===== src/rtl/run_pattern_gen.sv =====
// rtl/run_pattern_gen.sv - run-length serial stimulus generator with command FIFO
// Optional macro RUN_PATTERN_GEN_EXPECT_Z_EN adds the expected four-equal-bit detector output exp_z.
module run_pattern_gen #(
  parameter int LEN_W = 4,
  parameter int DEPTH = 4
) (
  input  logic             clk,
  input  logic             rst,
  input  logic             en,
  input  logic             cmd_valid,
  output logic             cmd_ready,
  input  logic             cmd_bit,
  input  logic [LEN_W-1:0] cmd_len,
  output logic             w,
  output logic             w_valid,
  output logic             busy,
  output logic             done,
  output logic             exp_z
);

  localparam int AW = $clog2(DEPTH);
  localparam logic [AW:0]     FULL_CNT = (AW+1)'(DEPTH);
  localparam logic [AW:0]     CNT_ONE  = (AW+1)'(1);
  localparam logic [AW-1:0]   PTR_ONE  = (AW)'(1);
  localparam logic [LEN_W:0]  REM_ONE  = (LEN_W+1)'(1);
  localparam logic [LEN_W:0]  REM_MAX  = {1'b1, {LEN_W{1'b0}}};

  typedef enum logic {IDLE, RUN} state_t;

  logic [LEN_W:0]   mem [DEPTH];
  logic [AW-1:0]    wr_ptr;
  logic [AW-1:0]    rd_ptr;
  logic [AW:0]      count;
  state_t           state;
  logic             cur_bit;
  logic [LEN_W:0]   rem;
  logic             push;
  logic             pop;
  logic             head_bit;
  logic [LEN_W-1:0] head_len;
  logic [LEN_W:0]   head_rem;

  // Ready comes from the registered count only, so a full FIFO never accepts on a pop cycle.
  assign cmd_ready = (count < FULL_CNT);
  assign push      = cmd_valid & cmd_ready;
  // Pop to start a run from IDLE, or to chain the next run onto the last bit of the current one.
  assign pop       = en & (count != '0) & ((state == IDLE) | (rem == REM_ONE));
  assign head_bit  = mem[rd_ptr][LEN_W];
  assign head_len  = mem[rd_ptr][LEN_W-1:0];
  assign head_rem  = (head_len == '0) ? REM_MAX : {1'b0, head_len};
  assign busy      = (state == RUN) | (count != '0);

  // Command storage; contents need no reset since count guards every read.
  always_ff @(posedge clk) begin
    if (push) begin
      mem[wr_ptr] <= {cmd_bit, cmd_len};
    end
  end

  // FIFO pointers and occupancy; pointers wrap naturally at the power-of-two depth.
  always_ff @(posedge clk or posedge rst) begin
    if (rst) begin
      wr_ptr <= '0;
      rd_ptr <= '0;
      count  <= '0;
    end else begin
      if (push) wr_ptr <= wr_ptr + PTR_ONE;
      if (pop)  rd_ptr <= rd_ptr + PTR_ONE;
      case ({push, pop})
        2'b10:   count <= count + CNT_ONE;
        2'b01:   count <= count - CNT_ONE;
        default: count <= count;
      endcase
    end
  end

  // Serializer FSM: emits one bit per enabled cycle and chains queued runs without bubbles.
  always_ff @(posedge clk or posedge rst) begin
    if (rst) begin
      state   <= IDLE;
      cur_bit <= 1'b0;
      rem     <= '0;
      w       <= 1'b0;
      w_valid <= 1'b0;
      done    <= 1'b0;
    end else begin
      w_valid <= 1'b0;
      done    <= 1'b0;
      case (state)
        IDLE: begin
          if (pop) begin
            cur_bit <= head_bit;
            rem     <= head_rem;
            state   <= RUN;
          end
        end
        RUN: begin
          if (en) begin
            w       <= cur_bit;
            w_valid <= 1'b1;
            if (rem == REM_ONE) begin
              if (pop) begin
                cur_bit <= head_bit;
                rem     <= head_rem;
              end else begin
                rem   <= '0;
                state <= IDLE;
                done  <= 1'b1;
              end
            end else begin
              rem <= rem - REM_ONE;
            end
          end
        end
        default: state <= IDLE;
      endcase
    end
  end

`ifdef RUN_PATTERN_GEN_EXPECT_Z_EN
  logic [4:0] hist;
  logic [2:0] fill;
  logic       emit;

  assign emit = en & (state == RUN);

  // Expected detector output, computed from the history before this bit is shifted in.
  always_ff @(posedge clk or posedge rst) begin
    if (rst) begin
      hist  <= '0;
      fill  <= '0;
      exp_z <= 1'b0;
    end else if (emit) begin
      exp_z <= ((fill >= 3'd4) && (hist[3:0] == 4'b0000)) ||
               ((fill >= 3'd3) && (hist[2:0] == 3'b111) && cur_bit);
      hist  <= {hist[3:0], cur_bit};
      if (fill != 3'd5) fill <= fill + 3'd1;
    end
  end
`else
  assign exp_z = 1'b0;
`endif

endmodule


===== config.mk =====
export PLATFORM = sky130hd
export DESIGN_NAME = run_pattern_gen
export DESIGN_NICKNAME = d
export VERILOG_FILES = /design/src/rtl/run_pattern_gen.sv
export SDC_FILE = /design/constraint.sdc
export NUM_CORES = 1
export LEC_CHECK = 0
export BUFFER_PORTS_ARGS = -buffer_cell sky130_fd_sc_hd__buf_2
export CAP_MARGIN = 5
export CORE_ASPECT_RATIO = 0.9
export CORE_MARGIN = 8
export CORE_UTILIZATION = 25
export DETAILED_ROUTE_END_ITERATION = 8
export MAX_ROUTING_LAYER = met4
export PLACE_DENSITY_LB_ADDON = 0.08
export SETUP_SLACK_MARGIN = 0.5
export SLEW_MARGIN = 20
export SYNTH_ARGS = -nofsm -noshare
export SYNTH_HDL_FRONTEND = slang
export SYNTH_SLANG_ARGS = --single-unit

===== constraint.sdc =====
create_clock -name clk -period 4.83 [get_ports clk]
set_input_delay 0.483 -clock clk [delete_from_list [all_inputs] [get_ports clk]]
set_output_delay 0.483 -clock clk [all_outputs]
set_load 0.05 [all_outputs]

======== Yosys cells after proc, flatten, opt, wreduce, memory -nomap -nowiden ========
Memory sizes are Yosys's and may differ from the RTL's.
Index checks and enable logic that the tools add are counted.
storage, ports and cells
  bits in registers ....................... 17
  RAM bits ................................ 20
  output and inout port bits .............. 6
  logic and storage cells ................. 57
  memories kept ........................... 1
cells by class
  bitwise gates (word level) .............. 6
  $add $sub $neg .......................... 5
  reduce and logical (&&, ||, !) cells .... 6
  equal/unequal tests ..................... 6
  magnitude comparators ................... 1
  mux-type cells .......................... 23
memories
  name  words  width  rd ports  clocked after Yosys merged registers in  write ports  line  source
  mem   4      5      1         0                                        1            30    logic [LEN_W:0] mem [DEPTH];
operators by type and width
  cell                 count
  $mux 5               5
  $mux 1               14
  $pmux 5 s2           1
  $pmux 3 s2           1
  $reduce_and 2->1     3
  $eq 5x1->1 const B   1
  $sub 5x1->5 const B  1
  $add 2x1->2 const B  2
  $logic_not 4->1      1
  $ne 2x2->1 const B   2
  $pmux 1 s2           2
  $add 3x1->3 const B  1
  $and 1x1->1          3
  $lt 3x3->1 const B   1
  $reduce_bool 3->1    1
  $sub 3x1->3 const B  1
  $eq 2x1->1 const B   1
  $eq 2x2->1 const B   1
  $ne 2x1->1 const B   1
  $or 1x1->1           2
  $reduce_bool 2->1    1
  $not 1->1            1

======== Logic depth before layout (Yosys ltp) ========
  word-level depth ........................ 7
  depth in mapped cells ................... 10
  mapped depth without buffers ............ 10

======== Least setup slack after synthesis ========
Ideal clock, no wire load.
  kind .................................... reg-to-reg
  start point ............................. register rem[1]
  end point ............................... register count[2]
  library setup time ...................... 140 ps
  clock period less this slack ............ 2375 ps
  required time ........................... 4690 ps
  setup slack ............................. 2455 ps
  arrival time ............................ 2235 ps
  cell stages (with the launch flop) ...... 11
  cells stage by stage .................... dfrtp_1 inv_1 ha_1 or4b_4 a21oi_4 ha_1 inv_1 fa_1 xor2_1 nor2_1 xnor2_1
on the way
  word-level cells in the longest chain between the ends .. 5
  elaborated cells on any way between the ends .. 7
ends and longest elaborated chain
  what                                             line  source
  from (decl)                                      36    logic [LEN_W:0] rem;
  from (signal assigned)                           93    rem <= head_rem;
  from (signal assigned)                           104   rem <= head_rem;
  from (signal assigned)                           111   rem <= rem - REM_ONE;
  $eq 5x1->1 *                                     47    assign pop = en & (count != '0) & ((state == IDLE) | (rem == REM_ONE));
  $or 1x1->1 *                                     47
  $and 1x1->1 *                                    47
  named net pop                                    38    logic pop;
  $eq 2x1->1 or $eq 2x2->1 (tied branches)         69    case ({push, pop})
  $pmux 3 s2 or $reduce_bool 2->1 (tied branches)  n/a
  to (signal assigned)                             70    2'b10: count <= count + CNT_ONE;
  to (signal assigned)                             71    2'b01: count <= count - CNT_ONE;
  to (signal assigned)                             72    default: count <= count;
  to (decl)                                        33    logic [AW:0] count;
The timed path passes the listed nets; every way through them passes the cells marked *.
A chain may end at the register's enable or synchronous reset.

======== Final worst setup path ========
Ends and elaborated chain as after synthesis.

==> impl.org <==
** Synthesis
- Of the total synthesized cell area, the portion taken by AND, OR, NAND and NOR gates is 7.55%.
- Mean post-synth cell area :: 14.5 um^2
- For this run, the leading register cell type out of synthesis is sky130_fd_sc_hd__edfxtp_1.
- The synthesized netlist devotes 3.08% of its cell area to XOR and XNOR gates.
- The synthesized netlist devotes 6.30% of its cell area to adder and majority cells.
- Summed over all instances, the cell type with the most area after synthesis is sky130_fd_sc_hd__edfxtp_1.
- The number of nets in the synthesized netlist is 135.
- The synthesized netlist devotes 6.82% of its cell area to compound gates.
- Netlist Area Pre-Place :: 1710 um^2
- Proportion of synthesized chip area in sequential cells :: 60.1%
- FF+latch count, synth :: 37
- Yosys printed 0 warnings.
- Cells after Synth :: 118
- Dominant combinational cell family by area after synthesis :: multiplexers
- Count of different cell masters after synthesis :: 37
- Summed over its instances, the top area cell type makes up between 30% and 40% of the synthesized netlist area.
- Of all flip-flops after synthesis, the portion carrying an async set or reset was a little under half.
- Multiplexer fraction of the synthesized cell area :: 11.3%
- Sorting the synthesized cells by area gives the leading types as sky130_fd_sc_hd__edfxtp_1 (35%), sky130_fd_sc_hd__dfrtp_1 (25%), sky130_fd_sc_hd__ha_1 (5.1%).
- Counting flops with a built-in enable in the synthesized netlist gives 20.

** Placement
- Detailed placement ended at an HPWL of roughly 2400 um.
- At the end of routability-driven placement, the weighted congestion stood at 0.744.
- DP Worst Slack :: 2300 ps
- During placement, the flow inserted port buffers numbering 13.

** Finish
- In the final layout, the multi-input gates occupy 602 um^2.
- NumNets Final :: ~150
- In the final layout, flip-flops and latches occupy 1030 um^2.
- Antenna diode count :: 0
- Leaving out fill and tap cells, the most frequent cell in the layout is sky130_fd_sc_hd__edfxtp_1.
- Share of cells above drive strength 1 :: 20.7%
- After filler insertion, the fill cell instance count of the layout stands at 704.
- The top cell types in the final layout, fill and taps aside, are sky130_fd_sc_hd__edfxtp_1 (20), sky130_fd_sc_hd__dfrtp_1 (17), sky130_fd_sc_hd__inv_1 (14).
- From synthesis to final layout, the design area changed by 13.7%.

** Worst hold path
- The min-delay analysis places its worst path in the category primary input to asynchronous set/reset pin.

** Setup path
- Worst r2r dst :: count[2]$_DFFE_PP0P_
- STA classifies the critical path endpoint as a flip-flop.
- Data on the critical path is required at its endpoint by 5030 ps.
- Data arrives at the worst endpoint at 2750 ps.
- Category of the most critical setup path :: flip-flop to flip-flop
- Along the worst path, the maximum fanout reaches 5.
- The critical path ends at count[2]$_DFFE_PP0P_.
- Length in cells of the worst reg-to-reg path :: 10
- Reg2Reg Setup Slack :: 2280 ps
- The critical path starts at rem[1]$_DFFE_PP0P_.
- STA classifies the critical path startpoint as a flip-flop.
- R2r startpoint :: rem[1]$_DFFE_PP0P_

** Timing
- Fmax :: 393 MHz
- Final number of hold-violating endpoints :: 0
- After layout, the worst setup slack is 2280 ps.
- For the final database, setup skew stands at roughly 1.8 ps.
- Setup repair after global routing left no endpoint under its margin.
- Final critical-path share of the clock period :: 52.7%
- In this run the tightest slew margin relative to its limit is 55.3%.
- At the pin with the least slew margin, the transition time is 669 ps.
- Setup TNS after final layout :: 0 ps
- Final number of max-transition violations :: 0
- Setup violators final :: 0
- Final worst path period need :: 2550 ps

** Power
- The analysis attributes to cell leakage a power of between 0.7 and 0.8 nW.
- VDD sags by at most between 0.15 and 0.2 mV.
- Part of the power in registers :: 46.9%
- Of the total power, the share spent switching nets is 36.4%.
- For this design the total switching power over the nets is ~0.00039 W.
- Combinational share of power :: 34.1%
- In this run, the clock network consumes 19.0% of the power.
- Power spread over the standard cell area amounts to 555 nW/um^2.
- Cell internal power was estimated by the tool at 0.000684 W.

** Clock tree
- Max Root-Sink Buffers :: 2
- Hold buffers post-CTS :: 0
- Clock-pin slew reported for the worst setup and hold paths after clock tree synthesis :: about 70 ps
- The H-tree generated during clock tree synthesis spans 2 levels.
- TritonCTS built the clock tree.
- Post-CTS repair changed the size of 0 cells.
- At the later pin of the worst-skew pair, clock insertion delay measures roughly 280 ps.
- For this design, the sink count on the clock tree is 37.
- Buffers added to address setup during post-CTS repair amount to 0.
- TritonCTS buffer count :: 5
- CTS placed an instance of sky130_fd_sc_hd__clkbuf_8 at the clock tree root.

** Detailed routing
- Routed via count :: 959
- Via-to-Cell Ratio :: 4.26
- Final routed wire length divided by cell count :: 14.2 um
- For this run, design rule violations remaining after detail routing come to 0.
- The first routing iteration left 64 violations.
- Number of search-and-repair iterations in the first detailed-routing pass :: 4
- Detailed Route WL :: 3190 um
- Remaining number of nets flagged by the antenna check after routing :: 0

** Floorplanning
- In this run the standard cell core region covers around 6600 um^2.
- Initial core utilization :: about 26%
- In this run the vertical extent of the chip is 94.4 um.
- Number of core rows :: 28
- For this design the top-level I/O count stands at 15.
- Die X-Extent :: 103 um
- Floorplan die area :: 9730 um^2

** GRT
- Total congestion overflow :: 0
- Number of global-route vias before repair :: 1,074
- Entering global routing, the biggest net connects 18 pins.
- The initial antenna violation count is 0.
- Across every metal layer, demand over resource in global routing totals about 7.5%.
- Wire length of the first global-routing pass :: 5280 um

** Run status
- Outcome :: finished, final reports clean

** Run
- Number of max-cap violations :: 0
-- power groups by stage --
stage	clock network (W)	registers, W	logic (W)
floorplan	0	0.000488	0.000303
global placement	0	0.000512	0.000370
detailed placement	0	0.000515	0.000375
CTS	0.000215	0.000508	0.000375
global route	0.000225	0.000523	0.000409
finish	0.000204	0.000505	0.000367
-- cells by family (layout without fill, tap and decap cells) --
| group | after synthesis | count (layout) |
|---|---|---|
| AO/OA/AOI/OAI | 15 | 15 |
| XOR/XNOR | 6 | 6 |
| adder cells (fa/ha/maj) | 8 | 8 |
| buffers and inverters | 18 | 35 |
| flip-flops | 37 | 37 |
| multiplexers | 12 | 12 |
| other | 1 | 1 |
| AND/OR/NAND/NOR | 21 | 21 |
-- cells in the mapped netlist, types with 2 or more instances --
library cell,count
sky130_fd_sc_hd__inv_1,14
sky130_fd_sc_hd__xnor2_1,4
sky130_fd_sc_hd__mux4_1,2
sky130_fd_sc_hd__dfrtp_1,17
sky130_fd_sc_hd__o2bb2ai_1,3
sky130_fd_sc_hd__o21ai_0,3
sky130_fd_sc_hd__nor2_1,2
sky130_fd_sc_hd__nor3_1,2
sky130_fd_sc_hd__mux4_2,3
sky130_fd_sc_hd__o21ai_1,2
sky130_fd_sc_hd__nor2b_1,2
sky130_fd_sc_hd__xor2_1,2
sky130_fd_sc_hd__and2_1,5
sky130_fd_sc_hd__mux2i_1,5
sky130_fd_sc_hd__edfxtp_1,20
sky130_fd_sc_hd__o22ai_1,2
sky130_fd_sc_hd__nand2_1,4
sky130_fd_sc_hd__ha_1,7
-- critical path, cell delays in order (launching register included) --
cell                      delay [ps]
sky130_fd_sc_hd__dfrtp_1         400
sky130_fd_sc_hd__inv_1           100
sky130_fd_sc_hd__ha_1            160
sky130_fd_sc_hd__or4b_4          530
sky130_fd_sc_hd__a21oi_4         240
sky130_fd_sc_hd__ha_1            210
sky130_fd_sc_hd__inv_1            60
sky130_fd_sc_hd__fa_1            370
sky130_fd_sc_hd__xor2_1          150
sky130_fd_sc_hd__nor2_1          110
sky130_fd_sc_hd__xnor2_1         130
-- per-stage QoR --
stage	cells	instance area, um^2	total power, W	utilization (%)	hold WS [ps]
after floorplan	118	1710	0.000791	-	409
after global placement	217	1860	0.000881	28.2	491
after detailed placement	217	1860	0.000889	28.2	496
after CTS	225	1940	0.00110	29.5	304
after global routing	225	1940	0.00116	29.5	343
final	225	1940	0.00108	29.5	288
-- worst min-delay path by stage --
stage / startpoint / slack (ps) / cells past startpoint / endpoint
floorplan: rst / 410 / 1 / count[0]$_DFFE_PP0P_
global placement: w$_DFFE_PP0P_ / 490 / 1 / w$_DFFE_PP0P_
detailed placement: cur_bit$_DFFE_PP0P_ / 500 / 1 / cur_bit$_DFFE_PP0P_
CTS: rst / 300 / 2 / done$_DFF_PP0_
global route: rst / 340 / 2 / w_valid$_DFF_PP0_
finish: rst / 290 / 2 / done$_DFF_PP0_
-- registers in the layout, indices dropped and copies added (netlist names), 2 cells and up --
signal	cells
mem	20
rem	5
count	3
rd_ptr	2
wr_ptr	2
-- metal layers --
metal / wire (um) / track usage (%) / part of all wire [%] / vias to the layer above
met5: 0 / - / 0 / -
met4: 36 / 2.89 / 1.1 / 0
met1: 1440 / 8.21 / 45 / 491
li1: - / - / - / 451
met3: 98 / 2.21 / 3.1 / 4
met2: 1620 / 12.5 / 51 / 13
-- layout make-up --
cell class / instances / area share, %
clock buffers: 6 / 3.74
clock inverters: 2 / 0.516
repair buffers: 13 / 3.35
multi-input cells: 63 / 31.0
flip-flops and latches: 37 / 52.9
inverters: 14 / 2.71
well taps: 90 / 5.80
(Power assumes the default switching activity.)
